### src/rtl/dma_port_arbiter_if.sv
// Bus bundle between the four request slots, the arbiter and the DMA controller port.
// master: requesters plus DMA controller side; slave: the arbiter itself.
interface dma_port_arbiter_if;
    // Requester side
    logic [3:0]   req_valid;
    logic [3:0]   req_read;
    logic [127:0] req_address;
    logic [15:0]  req_byteEnable;
    logic [127:0] req_writeData;
    logic [3:0]   req_busy;
    logic [3:0]   req_done;
    logic [3:0]   req_error;
    logic [31:0]  req_readData;

    // DMA controller side
    logic         s_dataReady;
    logic         s_readReady;
    logic [3:0]   s_byteEnable;
    logic [31:0]  s_address;
    logic [31:0]  s_writeData;
    logic         s_endTransaction;
    logic         s_dataValid;
    logic [31:0]  s_readData;

    modport master (
        output req_valid, req_read, req_address, req_byteEnable, req_writeData,
        input  req_busy, req_done, req_error, req_readData,
        input  s_dataReady, s_readReady, s_byteEnable, s_address, s_writeData,
        output s_endTransaction, s_dataValid, s_readData
    );

    modport slave (
        input  req_valid, req_read, req_address, req_byteEnable, req_writeData,
        output req_busy, req_done, req_error, req_readData,
        output s_dataReady, s_readReady, s_byteEnable, s_address, s_writeData,
        input  s_endTransaction, s_dataValid, s_readData
    );
endinterface

### src/rtl/dma_port_arbiter.sv
// dma_port_arbiter: four single-word request slots share one DMA controller transaction
// port. Round-robin grant, one transaction in flight, WAIT watchdog reports a timeout error.
module dma_port_arbiter #(
    parameter int unsigned TIMEOUT_CYCLES = 1024
) (
    input  logic              clk_i,
    input  logic              rst_i,
    dma_port_arbiter_if.slave bus_io
);

    localparam logic [1:0] StIdle  = 2'd0;
    localparam logic [1:0] StIssue = 2'd1;
    localparam logic [1:0] StWait  = 2'd2;
    localparam logic [1:0] StDone  = 2'd3;

    // Counter value of the last WAIT cycle allowed before the watchdog fires.
    localparam logic [15:0] LastWaitCnt = 16'(TIMEOUT_CYCLES - 1);

    logic [1:0]  state_q, state_d;
    logic [1:0]  owner_q, owner_d;
    logic [1:0]  last_owner_q, last_owner_d;
    logic [3:0]  pending_q, pending_d;
    logic [15:0] cnt_q, cnt_d;
    logic [31:0] rdata_q, rdata_d;
    logic        error_q, error_d;

    // Per-slot stored request, gathered into arrays for muxing by owner.
    logic [3:0]       slot_read;
    logic [3:0][31:0] slot_addr;
    logic [3:0][3:0]  slot_be;
    logic [3:0][31:0] slot_wdata;

    logic [3:0] busy;
    logic [3:0] accept;
    logic       grant_valid;
    logic [1:0] grant_idx;
    logic [1:0] cand;
    logic [3:0] grant_mask;

    // The owner stays busy from grant until its DONE cycle so it cannot overwrite live data.
    assign busy   = pending_q | ((state_q != StIdle) ? (4'b0001 << owner_q) : 4'b0000);
    assign accept = bus_io.req_valid & ~busy;

    for (genvar i = 0; i < 4; i++) begin : gen_slot
        logic        read_q;
        logic [31:0] addr_q;
        logic [3:0]  be_q;
        logic [31:0] wdata_q;

        // Capture a request only when the slot is free; busy pulses leave contents untouched.
        always_ff @(posedge clk_i or posedge rst_i) begin
            if (rst_i) begin
                read_q  <= 1'b0;
                addr_q  <= '0;
                be_q    <= '0;
                wdata_q <= '0;
            end else if (accept[i]) begin
                read_q  <= bus_io.req_read[i];
                addr_q  <= bus_io.req_address[32*i +: 32];
                be_q    <= bus_io.req_byteEnable[4*i +: 4];
                wdata_q <= bus_io.req_writeData[32*i +: 32];
            end
        end

        assign slot_read[i]  = read_q;
        assign slot_addr[i]  = addr_q;
        assign slot_be[i]    = be_q;
        assign slot_wdata[i] = wdata_q;
    end

    // Round-robin search over registered pending bits, starting after the last owner.
    always_comb begin
        grant_valid = 1'b0;
        grant_idx   = 2'd0;
        cand        = 2'd0;
        for (int k = 1; k <= 4; k++) begin
            cand = last_owner_q + 2'(k);
            if (!grant_valid && pending_q[cand]) begin
                grant_valid = 1'b1;
                grant_idx   = cand;
            end
        end
    end

    assign grant_mask = (state_q == StIdle && grant_valid) ? (4'b0001 << grant_idx) : 4'b0000;

    // Pending bits: winner clears on grant, newly accepted requests set.
    always_comb begin
        pending_d = (pending_q & ~grant_mask) | accept;
    end

    // Transaction sequencing: grant, one-cycle issue, wait for completion or watchdog, report.
    always_comb begin
        state_d      = state_q;
        owner_d      = owner_q;
        last_owner_d = last_owner_q;
        cnt_d        = cnt_q;
        rdata_d      = rdata_q;
        error_d      = error_q;
        unique case (state_q)
            StIdle: begin
                if (grant_valid) begin
                    state_d = StIssue;
                    owner_d = grant_idx;
                    cnt_d   = '0;
                    rdata_d = '0;
                    error_d = 1'b0;
                end
            end
            StIssue: begin
                state_d = StWait;
            end
            StWait: begin
                cnt_d = cnt_q + 16'd1;
                // Writes never return data, so a stray strobe cannot pollute req_readData.
                if (bus_io.s_dataValid && slot_read[owner_q]) begin
                    rdata_d = bus_io.s_readData;
                end
                // Completion takes precedence over a watchdog expiring in the same cycle.
                if (bus_io.s_endTransaction) begin
                    state_d = StDone;
                    error_d = 1'b0;
                end else if (cnt_q == LastWaitCnt) begin
                    state_d = StDone;
                    error_d = 1'b1;
                end
            end
            StDone: begin
                state_d      = StIdle;
                last_owner_d = owner_q;
            end
            default: begin
                state_d = StIdle;
            end
        endcase
    end

    // Scheduler state; last_owner resets to 3 so slot 0 wins first.
    always_ff @(posedge clk_i or posedge rst_i) begin
        if (rst_i) begin
            state_q      <= StIdle;
            owner_q      <= 2'd0;
            last_owner_q <= 2'd3;
            pending_q    <= 4'b0000;
            cnt_q        <= '0;
            rdata_q      <= '0;
            error_q      <= 1'b0;
        end else begin
            state_q      <= state_d;
            owner_q      <= owner_d;
            last_owner_q <= last_owner_d;
            pending_q    <= pending_d;
            cnt_q        <= cnt_d;
            rdata_q      <= rdata_d;
            error_q      <= error_d;
        end
    end

    // Outputs are decoded from state: DMA strobes only in ISSUE, completion only in DONE.
    always_comb begin
        bus_io.req_busy     = busy;
        bus_io.req_done     = 4'b0000;
        bus_io.req_error    = 4'b0000;
        bus_io.req_readData = '0;
        bus_io.s_dataReady  = 1'b0;
        bus_io.s_readReady  = 1'b0;
        bus_io.s_byteEnable = '0;
        bus_io.s_address    = '0;
        bus_io.s_writeData  = '0;
        if (state_q == StIssue) begin
            bus_io.s_readReady  = slot_read[owner_q];
            bus_io.s_dataReady  = ~slot_read[owner_q];
            bus_io.s_byteEnable = slot_be[owner_q];
            bus_io.s_address    = slot_addr[owner_q];
            bus_io.s_writeData  = slot_wdata[owner_q];
        end
        if (state_q == StDone) begin
            bus_io.req_done     = 4'b0001 << owner_q;
            bus_io.req_error    = {3'b000, error_q} << owner_q;
            bus_io.req_readData = rdata_q;
        end
    end

endmodule

### src/flat_wrapper.sv
// flat-port wrapper written by rule: the top's interface ports become plain ports
module dma_port_arbiter_flat 
#(
    parameter int unsigned TIMEOUT_CYCLES = 1024
)
  (clk_i, rst_i, bus_io_req_valid, bus_io_req_read, bus_io_req_address, bus_io_req_byteEnable, bus_io_req_writeData, bus_io_req_busy, bus_io_req_done, bus_io_req_error, bus_io_req_readData, bus_io_s_dataReady, bus_io_s_readReady, bus_io_s_byteEnable, bus_io_s_address, bus_io_s_writeData, bus_io_s_endTransaction, bus_io_s_dataValid, bus_io_s_readData);
  dma_port_arbiter_if bus_io_i ();
  input  logic clk_i;
  input  logic rst_i;
  input wire logic [$bits(bus_io_i.req_valid)-1:0] bus_io_req_valid;
  input wire logic [$bits(bus_io_i.req_read)-1:0] bus_io_req_read;
  input wire logic [$bits(bus_io_i.req_address)-1:0] bus_io_req_address;
  input wire logic [$bits(bus_io_i.req_byteEnable)-1:0] bus_io_req_byteEnable;
  input wire logic [$bits(bus_io_i.req_writeData)-1:0] bus_io_req_writeData;
  output wire logic [$bits(bus_io_i.req_busy)-1:0] bus_io_req_busy;
  output wire logic [$bits(bus_io_i.req_done)-1:0] bus_io_req_done;
  output wire logic [$bits(bus_io_i.req_error)-1:0] bus_io_req_error;
  output wire logic [$bits(bus_io_i.req_readData)-1:0] bus_io_req_readData;
  output wire logic [$bits(bus_io_i.s_dataReady)-1:0] bus_io_s_dataReady;
  output wire logic [$bits(bus_io_i.s_readReady)-1:0] bus_io_s_readReady;
  output wire logic [$bits(bus_io_i.s_byteEnable)-1:0] bus_io_s_byteEnable;
  output wire logic [$bits(bus_io_i.s_address)-1:0] bus_io_s_address;
  output wire logic [$bits(bus_io_i.s_writeData)-1:0] bus_io_s_writeData;
  input wire logic [$bits(bus_io_i.s_endTransaction)-1:0] bus_io_s_endTransaction;
  input wire logic [$bits(bus_io_i.s_dataValid)-1:0] bus_io_s_dataValid;
  input wire logic [$bits(bus_io_i.s_readData)-1:0] bus_io_s_readData;
  assign bus_io_i.req_valid = bus_io_req_valid;
  assign bus_io_i.req_read = bus_io_req_read;
  assign bus_io_i.req_address = bus_io_req_address;
  assign bus_io_i.req_byteEnable = bus_io_req_byteEnable;
  assign bus_io_i.req_writeData = bus_io_req_writeData;
  assign bus_io_req_busy = bus_io_i.req_busy;
  assign bus_io_req_done = bus_io_i.req_done;
  assign bus_io_req_error = bus_io_i.req_error;
  assign bus_io_req_readData = bus_io_i.req_readData;
  assign bus_io_s_dataReady = bus_io_i.s_dataReady;
  assign bus_io_s_readReady = bus_io_i.s_readReady;
  assign bus_io_s_byteEnable = bus_io_i.s_byteEnable;
  assign bus_io_s_address = bus_io_i.s_address;
  assign bus_io_s_writeData = bus_io_i.s_writeData;
  assign bus_io_i.s_endTransaction = bus_io_s_endTransaction;
  assign bus_io_i.s_dataValid = bus_io_s_dataValid;
  assign bus_io_i.s_readData = bus_io_s_readData;
  dma_port_arbiter #(.TIMEOUT_CYCLES(TIMEOUT_CYCLES)) u_core (.clk_i(clk_i), .rst_i(rst_i), .bus_io(bus_io_i));
endmodule
### config.mk
export PLATFORM = sky130hd
export DESIGN_NAME = dma_port_arbiter_flat
export DESIGN_NICKNAME = d
export VERILOG_FILES = /design/src/rtl/dma_port_arbiter_if.sv /design/src/rtl/dma_port_arbiter.sv /design/src/flat_wrapper.sv
export SDC_FILE = /design/constraint.sdc
export NUM_CORES = 1
export LEC_CHECK = 0
export CAP_MARGIN = 20
export CORE_UTILIZATION = 28
export DETAILED_ROUTE_END_ITERATION = 8
export GPL_TIMING_DRIVEN = 0
export MAX_ROUTING_LAYER = met4
export PLACE_DENSITY = 0.53
export SLEW_MARGIN = 20
export SYNTH_ARGS = -nofsm -noshare
export SYNTH_HDL_FRONTEND = slang
export SYNTH_SLANG_ARGS = --single-unit
### constraint.sdc
create_clock -name clk_i -period 15.35 [get_ports clk_i]
set_clock_uncertainty 0.1 [all_clocks]
set_input_delay 3.07 -clock clk_i [delete_from_list [all_inputs] [get_ports clk_i]]
set_output_delay 3.07 -clock clk_i [all_outputs]
set_load 0.03 [all_outputs]
==> results.tsv <==
stage	metric	value	unit
route	via count	10600	
worst_setup_path	Crit path max-delay family	buffers and inverters	
grt	global route overflow	0	
timing	final setup margin	8920	ps
power_and_ir_drop	sequential share of power	35.6	%
floorplanning	Die Span Y	235	um
finish	layout cells sized above 1	29.7	%
floorplanning	DIE WIDTH	235	um
grt	initial antenna violation count	22	
finish	final non-filler cell area	21900	um^2
route	WL/cell	21.8	um
yosys	most common cell in the synthesized netlist	dfrtp_1	
timing	Final Hold Vio Count	0	
power_and_ir_drop	Pint	2.89	mW
yosys	Post-synth EDFFs	0	
timing	total negative slack	0	ps
place	Setup WS pre-CTS	9330	ps
yosys	Net Count, Synth	1359	
yosys	Compound-Gate Fraction of Synth Area	4.06	%
place	Placed Area	20500	um^2
route	First-pass DRT Iterations	4	
floorplanning	core area	53800	um^2
worst_setup_path	Startpoint Class	register	
route	Post-Route WL	49.3	mm
worst_setup_path	CP Class	reg -> out	
min_path	worst min-delay path category	reg -> reg	
yosys	XOR/XNOR Fraction of Synth Area	0.344	%
yosys	Syn Std Cell Area	15300	um^2
timing	Tmin final	6430	ps
yosys	top cell type's share of synthesized area	54.6	%
finish	Area growth syn-to-layout	43.7	%
yosys	Top FF cell, synth	dfrtp_1	
worst_setup_path	Worst EP arrival	3260	ps
route	Post-route DRC	0	
floorplanning	initial core utilization	28.3	%
worst_setup_path	Slowest Stage Delay on Critical Path	630	ps
clock_tree	TritonCTS Buffers	41	
yosys	top post-synthesis cells by count	333 x dfrtp_1, 278 x mux2_2, 102 x and2_1, 69 x mux4_2, 39 x buf_2	
grt	pin count of the biggest net entering global routing	92	
timing	final count of negative-setup-slack endpoints	0	
power_and_ir_drop	Leak	8.87	nW
clock_tree	Root Buffer	clkbuf_16	
yosys	synth top area cells	dfrtp_1 55%, mux2_2 21%, mux4_2 10%, and2_1 4.2%, a22o_1 1.8%	
power_and_ir_drop	Clk network pwr share	22.4	%
clock_tree	# resized after CTS	0	
worst_setup_path	critical path fanouts, max	10	
timing	Slew HR	35.6	%
clock_tree	clock latency on the worst-skew pair	550	ps
place	hpwl dp	36.4	mm
floorplanning	I/O Pins	430	
timing	final worst-path cycle share	41.9	%
finish	Final nets	1834	
timing	RSZ-0062 raised after global routing	no	
timing	Slew @ Worst Pin	962	ps
worst_setup_path	Critical Path RT	12180	ps
grt	first-pass GRT wire length	74.5	mm
run	Max Cap Viol	0	
timing	Fmax achieved	0.155	GHz
power_and_ir_drop	Power Density	197	nW/um^2
clock_tree	# hold bufs at CTS	0	
power_and_ir_drop	Worst VDD drop	83.3	uV
grt	number of global-route vias before repair	11600	
yosys	post-synth top area cell	dfrtp_1	
worst_setup_path	slowest stage cell on the critical path	clkdlybuf4s50_1	
route	DRT antenna net count	0	
yosys	Distinct cells, synth	52	
yosys	fraction of the yosys area taken by sequential cells	55.0	%
worst_setup_path	CP Capture Type	output pin	
worst_setup_path	CP Cell Sequence	buf_2 -> buf_2 -> mux4_2 -> and2_1 -> clkdlybuf4s50_1	
yosys	simple-gate share of the synthesized area	7.04	%
worst_setup_path	Crit path buffers/inverters	3	
floorplanning	Die ar.	55400	um^2
place	RePlAce Congestion	0.802	
yosys	mux cell area share after synthesis	30.8	%
route	via density per instance	4.69	
yosys	post-synthesis register bit count	335	
timing	Pins Over Slew Limit	0	
yosys	ys async rst share	100	%
clock_tree	Longest Clk Path Bufs	3	
power_and_ir_drop	sw power	1.44	mW
worst_setup_path	CP most frequent cell	buf_2	
yosys	Adder-Cell Fraction of Synth Area	0.410	%
run_status	status	complete, no violations	
power_and_ir_drop	Switching Share	33.2	%
route	1st-iter DRT viols	435	
finish	Layout fillers	5082	
power_and_ir_drop	Comb power frac	42.1	%
yosys	largest family of logic cells by synthesized area	multiplexers	
yosys	synthesized instance count	1038	
clock_tree	H-tree depth	2	
yosys	syn_area_per_cell	14.7	um^2
floorplanning	Cell Rows	85	
clock_tree	CTS tree	done	
grt	aggregate global-route resource usage	18.5	%
place	port bufs	429	
clock_tree	Post-CTS Setup Bufs	0	
clock_tree	Clock transition at path regs	60	ps
clock_tree	clock tree sinks	335	
yosys	Yosys warning total	0	
layer usage:
layer	vias up	track usage (%)	routed length, um
met5	-	-	0
met3	64	6.19	4010
met2	331	29.4	23700
li1	4803	-	-
met1	5408	22.1	20500
met4	0	5.64	1100
logic make-up after synthesis:
family          Yosys count
compound gates           82
xor+xnor                  6
fa+ha+maj                 5
buf+inv                  80
flops                   335
mux                     349
simple gates            181
registers in the layout (all words and copies together), names as in the netlist:
signal                   cells
u_core.rdata_q              32
u_core.error_q               1
u_core.last_owner_q          2
u_core.cnt_q                16
u_core.gen_slot.addr_q     128
u_core.state_q               2
u_core.gen_slot.read_q       4
u_core.pending_q             4
u_core.gen_slot.wdata_q    128
u_core.gen_slot.be_q        16
u_core.owner_q               2
final timing paths:
kind,start,to,slack [ps],cells past startpoint
max,u_core.owner_q[0],bus_io_s_address[27],8920,5
min,u_core.rdata_q[3],u_core.rdata_q[3],400,1
max reg2reg,u_core.state_q[1],u_core.gen_slot[1].addr_q[1],12140,8
min reg2reg,u_core.rdata_q[3],u_core.rdata_q[3],400,1
max in group asynchronous,rst_i,u_core.gen_slot[1].wdata_q[10],10920,4
min in group asynchronous,rst_i,u_core.gen_slot[0].addr_q[6],2920,2
cell type report:
class | count | area (um^2) | area share [%]
Antenna cell | 21 | 52.6 | 0.240
Buffer | 68 | 312 | 1.42
Clock buffer | 69 | 1290 | 5.90
Clock inverter | 5 | 56.3 | 0.257
Inverter | 12 | 52.6 | 0.240
Multi-Input combinational cell | 623 | 6520 | 29.7
Sequential cell | 335 | 8390 | 38.3
Tap cell | 696 | 871 | 3.97
Timing Repair Buffer | 432 | 4380 | 20.0
power groups by stage:
stage / Combinational, mW / Sequential (mW) / Clock [mW]
5_1_grt: 1.96 / 1.60 / 1.04
3_3_place_gp: 1.82 / 1.54 / 0
4_1_cts: 1.86 / 1.54 / 1.00
3_5_place_dp: 1.85 / 1.55 / 0
2_1_floorplan: 1.28 / 1.46 / 0
6_report: 1.82 / 1.54 / 0.967
layout by cell type, fill, tap and decap left out, types with 3 or more instances in the layout:
cell / count
a211oi_1: 3
a21o_1: 3
a21oi_1: 9
a22o_1: 32
and2_1: 102
buf_1: 3
buf_16: 3
buf_2: 39
clkbuf_1: 39
clkbuf_16: 43
clkbuf_8: 12
clkdlybuf4s50_1: 429
dfrtp_1: 333
diode_2: 21
ha_1: 5
inv_1: 10
mux2_2: 278
mux4_2: 69
nand2_1: 14
nand2b_1: 5
nand3_1: 8
nand4_1: 4
nor2_1: 17
nor3_1: 7
o211ai_1: 4
o21ai_0: 14
or3_1: 5
or4_1: 7
xnor2_1: 5
stage by stage:
step                      std cells  power (mW)  utilization (%)  hold slack (ps)
after floorplan                1038        2.74                -              365
after global placement         2163        3.37             37.9              381
after detailed placement       2166        3.41             38.1              383
after CTS                      2240        4.40             40.6              400
after global routing           2260        4.59             40.7              409
final                          2261        4.32             40.7              397
No activity file was read; power rests on OpenSTA's default activity.
==> RTL change: new RTL, config.mk and constraints unchanged <==
`TIMEOUT_CYCLES` is set to 1024 in 2 places; all go to 512.
--- a/src/rtl/dma_port_arbiter.sv
+++ b/src/rtl/dma_port_arbiter.sv
@@ -1,7 +1,7 @@
 // dma_port_arbiter: four single-word request slots share one DMA controller transaction
 // port. Round-robin grant, one transaction in flight, WAIT watchdog reports a timeout error.
 module dma_port_arbiter #(
-    parameter int unsigned TIMEOUT_CYCLES = 1024
+    parameter int unsigned TIMEOUT_CYCLES = 512
 ) (
     input  logic              clk_i,
     input  logic              rst_i,
--- a/src/flat_wrapper.sv
+++ b/src/flat_wrapper.sv
@@ -1,7 +1,7 @@
 // flat-port wrapper written by rule: the top's interface ports become plain ports
 module dma_port_arbiter_flat 
 #(
-    parameter int unsigned TIMEOUT_CYCLES = 1024
+    parameter int unsigned TIMEOUT_CYCLES = 512
 )
   (clk_i, rst_i, bus_io_req_valid, bus_io_req_read, bus_io_req_address, bus_io_req_byteEnable, bus_io_req_writeData, bus_io_req_busy, bus_io_req_done, bus_io_req_error, bus_io_req_readData, bus_io_s_dataReady, bus_io_s_readReady, bus_io_s_byteEnable, bus_io_s_address, bus_io_s_writeData, bus_io_s_endTransaction, bus_io_s_dataValid, bus_io_s_readData);
   dma_port_arbiter_if bus_io_i ();
Function: no difference found for any inputs over 4 cycles, from zero or initial values and one cycle with rst_i high; that may be too few to reach the edited logic, so the function may still have changed.
==> RTL change against the original RTL <==
- sequential share of layout area is 0.10 points lower
- worst setup slack worse by 0.047 ns
- synthesized area hardly changed
- non-clock buffer count is 1 higher
- design area is 0.27% higher
- power is 1.5% higher
- sequential cell count stayed put
- wire length is 1.1% higher
- largest power group unchanged
==> RTL change: results <==
layout:
  fillCellCount: 5109
  multi_input_gates: 616
  diodes: 18
  signal_buffers: 501
  nonClkBufAreaFrac: 0.2151
  clockNetworkAreaShare: 0.06406
setup_path:
  worstSetupStartpoint: "u_core.owner_q[1]"
  crit-reg2reg-capture: "u_core.gen_slot[1].addr_q[3]"
  worst_path_largest_cell_delay_ns: 0.71
  r2r_cells: 7
routing:
  vias: 10550
  finalWirelength_um: 49780
  wl_met2_um: 24600
  avgRoutedWirePerCell_um: 22.08
synth:
  synth_xor_xnor_area_share: 0.001721
  ys_seq_area_frac: 0.5493
  syn_area_per_cell_um2: 14.81
  synth.distinct_cells: 50
  post_synth_main_area_contributors: "dfrtp_1 (55%), mux2_2 (20%), mux4_2 (10%), and2_1 (4.1%), a22o_1 (2.0%)"
  synthMuxAreaShare: 0.3096
  synth_adder_area_share: 0.004098
global_route:
  grt_usage: 0.1868
place:
  place_inst: 2159
run_status:
  outcome: "complete, no violations"
power_and_ir_drop:
  swShare: 0.3328
  vdd_ir_drop_max_mv: 0.09246
  leakagePower_nw: 8.952
min_path:
  min_to: "u_core.gen_slot[0].wdata_q[28]"
  min-delay-start: "u_core.gen_slot[0].wdata_q[28]"
[RTL change: cell families after synthesis]
logic type | after synthesis
adders and majority gates | 5
muxes | 351
buffers and inverters | 80
DFF | 335
AOI/OAI and AO/OA | 82
and+or+nand+nor | 175
xor gates and xnor gates | 3
[RTL change: stage by stage]
step | cell area [um2] | setup TNS [ns] | setup slack, ns | hold slack (ns)
6_report | 21970 | 0 | 8.869 | 0.3902
3_3_place_gp | 20430 | -704.58 | -2.162 | 0.3701
4_1_cts | 21930 | 0 | 8.689 | 0.3955
5_1_grt | 21970 | 0 | 8.652 | 0.4043
3_5_place_dp | 20520 | 0 | 9.303 | 0.3756
2_1_floorplan | 15260 | 0 | 2.902 | 0.3533
[RTL change: worst max-delay path by stage]
stage	slack [ns]	endpoint
global route	8.65	bus_io_s_writeData[0]
floorplan	2.90	u_core.cnt_q[0]
finish	8.87	bus_io_s_address[30]
CTS	8.69	bus_io_s_address[30]
detailed placement	9.30	bus_io_s_address[30]
global placement	-2.16	u_core.gen_slot[2].wdata_q[9]
[RTL change: power by group through the flow]
stage | clock [mW] | sequential, mW | combinational [mW]
after global placement | 0 | 1.54 | 1.84
after global routing | 1.07 | 1.60 | 1.98
after floorplan | 0 | 1.47 | 1.29
after detailed placement | 0 | 1.55 | 1.87
final | 1.00 | 1.54 | 1.84
after CTS | 1.04 | 1.54 | 1.88
[RTL change: worst max-delay path: cells and delay by family, from the launching register on]
family                 cells  cell delay, ns
buffers and inverters      3            1.75
flip-flops                 1            0.42
multiplexers               1            0.33
AND/OR/NAND/NOR            1            0.25
[RTL change: layer usage]
metal  vias up  track usage
met4         0      0.06496
met1      5431       0.2222
met3        75      0.05535
li1       4775            -
met5         -            -
met2       266       0.3009
